File: config.mk
export PLATFORM = sky130hd
export DESIGN_NAME = l2_pmem_burst_responder
export DESIGN_NICKNAME = d
export VERILOG_FILES = /design/src/rtl/l2_pmem_pkg.sv /design/src/rtl/l2_line_beat_buffer.sv /design/src/rtl/l2_pmem_burst_responder.sv
export SDC_FILE = /design/constraint.sdc
export NUM_CORES = 1
export LEC_CHECK = 0
export CAP_MARGIN = 20
export CORE_AREA = 2 2 273 275
export DETAILED_ROUTE_END_ITERATION = 12
export DIE_AREA = 0 0 275 277
export PLACE_DENSITY_LB_ADDON = 0.12
export SETUP_SLACK_MARGIN = 0.4
export SYNTH_ARGS = -nofsm -noshare
export SYNTH_HDL_FRONTEND = slang
export SYNTH_SLANG_ARGS = --single-unit
export TNS_END_PERCENT = 50
File: constraint.sdc
create_clock -name clk -period 6.35 [get_ports clk]
set_input_delay 0.9525 -clock clk [delete_from_list [all_inputs] [get_ports clk]]
set_output_delay 0.9525 -clock clk [all_outputs]
set_load 0.02 [all_outputs]
File: src/rtl/l2_pmem_pkg.sv
// Shared types and constants for the L2 physical-memory burst responder.
package l2_pmem_pkg;

    typedef enum logic [1:0] {
        IDLE     = 2'd0,
        RD_BURST = 2'd1,
        WR_BURST = 2'd2,
        RESP     = 2'd3
    } pmem_state_t;

    localparam int LINE_OFFSET_BITS = 5;
    localparam int BEAT_OFFSET_BITS = 3;

    typedef logic [255:0] line_t;

endpackage

File: src/rtl/l2_line_beat_buffer.sv
// Line storage for the burst responder: a read line assembled one beat at a
// time and a write line latched whole, with the beat select picking the
// outgoing write slice.
module l2_line_beat_buffer
    import l2_pmem_pkg::*;
#(
    parameter int BEAT_WIDTH = 64,
    parameter int BEATS      = 4,
    localparam int IDX_W     = $clog2(BEATS)
) (
    input  logic                  clk,
    input  logic                  rst_n,
    input  logic                  wr_load_i,
    input  line_t                 wr_line_i,
    input  logic                  rd_beat_we_i,
    input  logic [IDX_W-1:0]      beat_sel_i,
    input  logic [BEAT_WIDTH-1:0] rd_beat_i,
    output line_t                 rd_line_o,
    output logic [BEAT_WIDTH-1:0] wr_slice_o
);

    line_t rd_line_q;
    line_t wr_line_q;

    // Read line only changes on a captured read beat; write line only on a new write.
    always_ff @(posedge clk or negedge rst_n) begin
        if (!rst_n) begin
            rd_line_q <= '0;
            wr_line_q <= '0;
        end else begin
            if (wr_load_i) begin
                wr_line_q <= wr_line_i;
            end
            if (rd_beat_we_i) begin
                rd_line_q[beat_sel_i*BEAT_WIDTH +: BEAT_WIDTH] <= rd_beat_i;
            end
        end
    end

    assign rd_line_o  = rd_line_q;
    assign wr_slice_o = wr_line_q[beat_sel_i*BEAT_WIDTH +: BEAT_WIDTH];

endmodule

File: src/rtl/l2_pmem_burst_responder.sv
// L2 physical-memory port responder: turns one line read/write into a burst
// of narrower beats on the backing-memory interface.
//
// state    | meaning
// ---------+-----------------------------------------------------------
// IDLE     | waiting for a line request; write has priority over read
// RD_BURST | issuing beat reads, capturing each returned beat
// WR_BURST | issuing beat writes from the latched line
// RESP     | one-cycle pmem_resp; requests deliberately not sampled here
module l2_pmem_burst_responder
    import l2_pmem_pkg::*;
#(
    parameter int BEAT_WIDTH = 64,
    parameter int BEATS      = 4,
    parameter int ADDR_WIDTH = 32
) (
    input  logic                  clk,
    input  logic                  rst_n,
    input  logic                  pmem_read,
    input  logic                  pmem_write,
    input  logic [ADDR_WIDTH-1:0] pmem_address,
    input  line_t                 pmem_wdata,
    output line_t                 pmem_rdata,
    output logic                  pmem_resp,
    output logic                  bmem_read,
    output logic                  bmem_write,
    output logic [ADDR_WIDTH-1:0] bmem_address,
    output logic [BEAT_WIDTH-1:0] bmem_wdata,
    input  logic [BEAT_WIDTH-1:0] bmem_rdata,
    input  logic                  bmem_resp
);

    localparam int BEAT_IDX_W = $clog2(BEATS);
    localparam int BASE_W     = ADDR_WIDTH - LINE_OFFSET_BITS;

    pmem_state_t           state_q, state_d;
    logic [BEAT_IDX_W-1:0] beat_q, beat_d;
    logic [BASE_W-1:0]     base_q, base_d;
    logic                  wr_load;
    logic                  rd_beat_we;
    logic                  last_beat;

    // The line offset bits of the request address are meaningless here.
    logic unused_addr_lsbs;
    assign unused_addr_lsbs = ^pmem_address[LINE_OFFSET_BITS-1:0];

    assign last_beat = (beat_q == BEAT_IDX_W'(BEATS - 1));

    // State, beat counter and latched line base.
    always_ff @(posedge clk or negedge rst_n) begin
        if (!rst_n) begin
            state_q <= IDLE;
            beat_q  <= '0;
            base_q  <= '0;
        end else begin
            state_q <= state_d;
            beat_q  <= beat_d;
            base_q  <= base_d;
        end
    end

    // Next-state and request/response generation.
    always_comb begin
        state_d    = state_q;
        beat_d     = beat_q;
        base_d     = base_q;
        wr_load    = 1'b0;
        rd_beat_we = 1'b0;
        bmem_read  = 1'b0;
        bmem_write = 1'b0;
        pmem_resp  = 1'b0;
        case (state_q)
            IDLE: begin
                if (pmem_write) begin
                    base_d  = pmem_address[ADDR_WIDTH-1:LINE_OFFSET_BITS];
                    beat_d  = '0;
                    wr_load = 1'b1;
                    state_d = WR_BURST;
                end else if (pmem_read) begin
                    base_d  = pmem_address[ADDR_WIDTH-1:LINE_OFFSET_BITS];
                    beat_d  = '0;
                    state_d = RD_BURST;
                end
            end
            RD_BURST: begin
                bmem_read = 1'b1;
                if (bmem_resp) begin
                    rd_beat_we = 1'b1;
                    beat_d     = beat_q + 1'b1;
                    if (last_beat) begin
                        state_d = RESP;
                    end
                end
            end
            WR_BURST: begin
                bmem_write = 1'b1;
                if (bmem_resp) begin
                    beat_d = beat_q + 1'b1;
                    if (last_beat) begin
                        state_d = RESP;
                    end
                end
            end
            RESP: begin
                pmem_resp = 1'b1;
                state_d   = IDLE;
            end
            default: state_d = IDLE;
        endcase
    end

    assign bmem_address = {base_q, beat_q, {BEAT_OFFSET_BITS{1'b0}}};

    l2_line_beat_buffer #(
        .BEAT_WIDTH (BEAT_WIDTH),
        .BEATS      (BEATS)
    ) u_line_buf (
        .clk          (clk),
        .rst_n        (rst_n),
        .wr_load_i    (wr_load),
        .wr_line_i    (pmem_wdata),
        .rd_beat_we_i (rd_beat_we),
        .beat_sel_i   (beat_q),
        .rd_beat_i    (bmem_rdata),
        .rd_line_o    (pmem_rdata),
        .wr_slice_o   (bmem_wdata)
    );

endmodule
# == Word-level counts from Yosys, hierarchy flattened ==
# Cells that the tools add are included.
# word_totals
regBits,543
out_inout_bits,355
# op_classes
n_eq_ne,7
n_shift,3
mux,19
reduce_logical,7
add_sub_neg,2
# op_table
cell,n
bitwise mux 256 bit,1
"variable shift 64 x 34 -> 256 bit, first input constant",1
variable part select 256 x 9 -> 64 bit,1
variable part select 64 x 34 -> 256 bit,1
two-way mux 27 bit,2
negator 8 -> 34 bit,1
two-way mux 2 bit,7
two-way mux 1 bit,7
"== test 2 bit, second input constant",3
one-hot mux 2 bit (3 select lines),1
AND reduction 3 bit,2
"!= test 2 x 1 -> 1 bit, second input constant",2
one-hot mux 2 bit (2 select lines),1
nonzero test 2 bit,2
"!= test 3 bit, second input constant",1
"adder 2 x 1 -> 2 bit, second input constant",1
"== test 2 x 1 -> 1 bit, second input constant",1
zero test 2 bit,1
AND reduction 2 bit,1
OR reduction 2 bit,1

# == Logic depth before layout (Yosys ltp) ==
# depth
depth_word,4
ltp_mapped,10
depth_no_buf,5

# == Modules after synthesis ==
# From an unflattened synthesis, not the netlist that was laid out.
# hier_totals
hier_cells,1526
area_unflattened_um2,23000.8
# modules_own_cells
module,cells_per_inst,area_each_um2,instances,seq_area_each_um2
l2_line_beat_buffer,1434,21569.4,1,12812.3
l2_pmem_burst_responder,92,1431.4,1,775.7

# == Least setup slack after synthesis ==
# OpenSTA, ideal clock, no wires.
# synth_path
path_type,flip-flop to output port
from,register beat_q[0]
to,output bmem_wdata[15]
required_time_ns,5.398
setup_slack_ns,3.628
arrival_time_ns,1.770
stages_incl_launch_ff,5
path_buffers,3
path_cell_list,dfrtp_1 > clkbuf_1 > buf_2 > buf_4 > mux4_2
# synth_between
elab_chain_len,1
# synth_rtl
element,line,rtl
start: declaration,l2_pmem_burst_responder.sv:37,"logic [BEAT_IDX_W-1:0] beat_q, beat_d;"
start signal: assignment,l2_pmem_burst_responder.sv:57,beat_q <= beat_d;
variable part select 256 x 9 -> 64 bit,l2_line_beat_buffer.sv:41,assign wr_slice_o = wr_line_q[beat_sel_i*BEAT_WIDTH +: BEAT_WIDTH];
end: declaration,l2_pmem_burst_responder.sv:28,"output logic [BEAT_WIDTH-1:0] bmem_wdata,"
# Every way passes these cells.

# == Worst setup path after layout ==
# layout_path
from,register beat_q[1]
to,output bmem_wdata[43]
# Same word-level chain as after synthesis.

==> results.ini <==
[outcome]
run_status=finished, final reports clean

[sta]
max_freq_ghz=0.243
finalCritPeriodShare_pct=64.9
report.final.hold_viol_count=0
post-route-min-period_ns=4.12
skew_ns=0.0266
timing.max_slew.rel_slack_pct=32.2
finalSetupViolations=0
number_of_pins_exceeding_their_max_slew_limit_in_the_final_report=0
timing_worst_slew_pin_value_ns=1.02
finalSetupTns_ns=0
rsz_0062_raised_after_global_routing=false

[drt]
via_count=14700
post_drt_wl_per_cell_um=25.1
drc=0
detailedRoute.firstPassIterationCount=5
vias_per_cell=4.89
drt-total-wl_um=75500
antenna_left=0
drt_first_iter_violations=668

[synthesis]
synth_top_flop_cell=sky130_fd_sc_hd__dfrtp_1
yosys_register_bits=543
yosys_warnings=0
synth_enable_flop_cells=0
yosys.cell_types.count=24
syn-mean-instance-area_um2=16.5
synthCells=1295
syn_area_um2=21300
synth_async_sr_flop_share_pct=100
register_area_share_after_synthesis_pct=63.7

[clocking]
htreeDepth=2
cts.root.buffer_cell=sky130_fd_sc_hd__clkbuf_16
cts-buffers-inserted=61
postCtsSetupBuffers=0
clock_tree_from_tritoncts=done
cts.reportedPaths.clkPinSlew_ns=0.06
cts.path.max_buffers=3
worst_skew_pair.late_latency_ns=0.62
num_clock_sinks=543
cts_hold_buffers=0
cts_repair_resize_count=0

[global_routing]
grtUsageTotal_pct=19.4
grt_pass1_wl_um=111000
grt_pass1_vias=15700
grt.overflow.total=0
grt_start_max_net_pins=155
antenna_found_initial=12

[finish]
nNetsFinal=2354
multiInputGateArea_um2=7300
area.sequential_um2=13600
areaGrowthSynthToFinish_pct=47.6
commonest_non_fill_non_tap_cell_in_the_layout=sky130_fd_sc_hd__clkdlybuf4s50_1
finish.instance_area_um2=31500
layout-drive-gt1-share_pct=24.1
mostFrequentLayoutCells=sky130_fd_sc_hd__clkdlybuf4s50_1 (702), sky130_fd_sc_hd__dfrtp_1 (541), sky130_fd_sc_hd__mux2_2 (283)
n_fill_cell=6714

[place]
dp_hpwl_um=53100
port-buffer-count=703
postPlaceCellArea_um2=29400
finalWeightedCongestion=0.825

[setup_path]
cp.required_ns=5.40
cp.buffers_inverters=2
cpPeakStageDelay_ns=0.78
critical_path.slowest_cell=sky130_fd_sc_hd__dfrtp_4
rr_startpoint=beat_q[0]$_DFFE_PN0P_
critPathTopFamily=buffers and inverters
critical_path_peak_fanout=38
setup.worst_path.start_class=flip-flop
ff2ff_path_depth=7
worst-endpoint-arrival_ns=3.17
end_kind=primary output
worst_setup_path_class=flip-flop to primary output
r2r_end=u_line_buf.rd_line_o[146]$_DFFE_PN0P_
crit_path_cell_trace=buf_4, mux4_2, clkdlybuf4s50_1
worst-r2r-setup-slack_ns=3.19

[hold_path]
worstHoldPathType=input port to asynchronous set/reset pin

[power_and_ir_drop]
switching_share_pct=32.6
power.internal_mw=10.2
cellPowerDensity_nw_per_um2=479
cellLeakagePower_nw=13.4
p_switching_mw=4.92
worst_ir_drop_vdd_mv=0.285
clockPowerShare_pct=24.1
power_frac_comb_pct=40.1
seq_power_share_pct=35.9

[floorplanning]
initial_core_utilization_pct=29.0
die_width_um=275
std_cell_rows=100
floorplan.die.height_um=277
ioPinCount=712
full_die_area_um2=76200
floorplan.core_area_um2=73600

[job]
maxcap_violations=0

## routing by layer
layer / wire length, um / vias up / GRT usage (%)
met3: 5820 / 121 / 6.36
met4: 1910 / 18 / 5.28
met1: 28600 / 7782 / 22.3
met2: 39100 / 506 / 34.2
met5: 110 / - / 0
li1: - / 6287 / -
## logic make-up (layout without fill, tap and decap cells)
kind of cell               count (synthesis)  count (layout)  share of synthesized area (%)
AOI/OAI and AO/OA                        260             260                           10.7
adders and majority gates                 13              13                          0.763
buffers and inverters                    108             845                           2.36
DFF                                      543             543                           63.7
muxes                                    352             352                           21.9
other                                      1               7                         0.0176
and+or+nand+nor                           18              18                          0.540
## cell usage after synthesis (2+ instances only)
master / number / area [um^2]
sky130_fd_sc_hd__ha_1: 13 / 163
sky130_fd_sc_hd__buf_2: 55 / 275
sky130_fd_sc_hd__mux4_2: 64 / 1440
sky130_fd_sc_hd__a22o_1: 256 / 2240
sky130_fd_sc_hd__dfrtp_1: 543 / 13600
sky130_fd_sc_hd__nor3_2: 2 / 20.0
sky130_fd_sc_hd__buf_4: 8 / 60.1
sky130_fd_sc_hd__mux2_2: 283 / 3190
sky130_fd_sc_hd__clkbuf_1: 36 / 135
sky130_fd_sc_hd__nor4_2: 2 / 25.0
sky130_fd_sc_hd__nor4b_1: 2 / 17.5
sky130_fd_sc_hd__mux2i_1: 5 / 50.1
sky130_fd_sc_hd__inv_1: 5 / 18.8
sky130_fd_sc_hd__nor2_1: 2 / 7.51
sky130_fd_sc_hd__nand2_1: 5 / 18.8
sky130_fd_sc_hd__buf_1: 3 / 11.3
sky130_fd_sc_hd__nand3_1: 4 / 20.0
## power by group through the flow
stage	sequential, mW	clock (mW)	combinational [mW]
4_1_cts	5.42	3.74	6.16
3_5_place_dp	5.47	0	6.12
2_1_floorplan	5.74	0	3.02
3_3_place_gp	5.40	0	6.08
5_1_grt	5.57	3.90	6.40
6_report	5.41	3.63	6.04
## area by class of cell
class                      count  share of cell area [%]
timing repair buffer         726                    23.1
inverter                       6                  0.0715
sequential                   543                    43.2
clock buffer                  84                    5.57
clock inverter                29                   0.974
multi-input combinational    646                    23.2
tap                          969                    3.85
antenna                        4                  0.0318
## metrics by stage
step           hold WS [ns]  worst slack, ns  total power, mW  instances  util [%]
2_1_floorplan         0.474             3.63             8.76       1297         -
3_3_place_gp          0.481             2.76             11.5       2890      40.0
3_5_place_dp          0.487             2.78             11.6       2890      40.0
4_1_cts               0.388             2.08             15.3       3003      42.8
5_1_grt               0.398             2.09             15.9       3005      42.8
6_report              0.347             2.23             15.1       3007      42.8
## sequential cells by signal, summed over array words and instances, names as in the netlist
name	cells
state_q	2
base_q	27
u_line_buf.wr_line_q	256
beat_q	2
u_line_buf.rd_line_o	256
## worst max path at each step
stage / start / cells past startpoint / end / slack, ns
after floorplan: beat_q[0]$_DFFE_PN0P_ / 4 / bmem_wdata[15] / 3.63
after global placement: beat_q[1]$_DFFE_PN0P_ / 3 / bmem_wdata[43] / 2.76
after detailed placement: beat_q[1]$_DFFE_PN0P_ / 3 / bmem_wdata[43] / 2.78
after CTS: beat_q[1]$_DFFE_PN0P_ / 3 / bmem_wdata[43] / 2.08
after global routing: beat_q[1]$_DFFE_PN0P_ / 3 / bmem_wdata[43] / 2.09
final: beat_q[1]$_DFFE_PN0P_ / 3 / bmem_wdata[43] / 2.23
## worst reg2reg max path: cells and delay by family (launching register included)
family	cells	cell delay [ns]
adder cells (fa/ha/maj)	1	0.51
AO/OA/AOI/OAI	1	0.33
flip-flops	1	0.41
buffers and inverters	4	1.57
AND/OR/NAND/NOR	1	0.25
(Power assumes the default switching activity.)
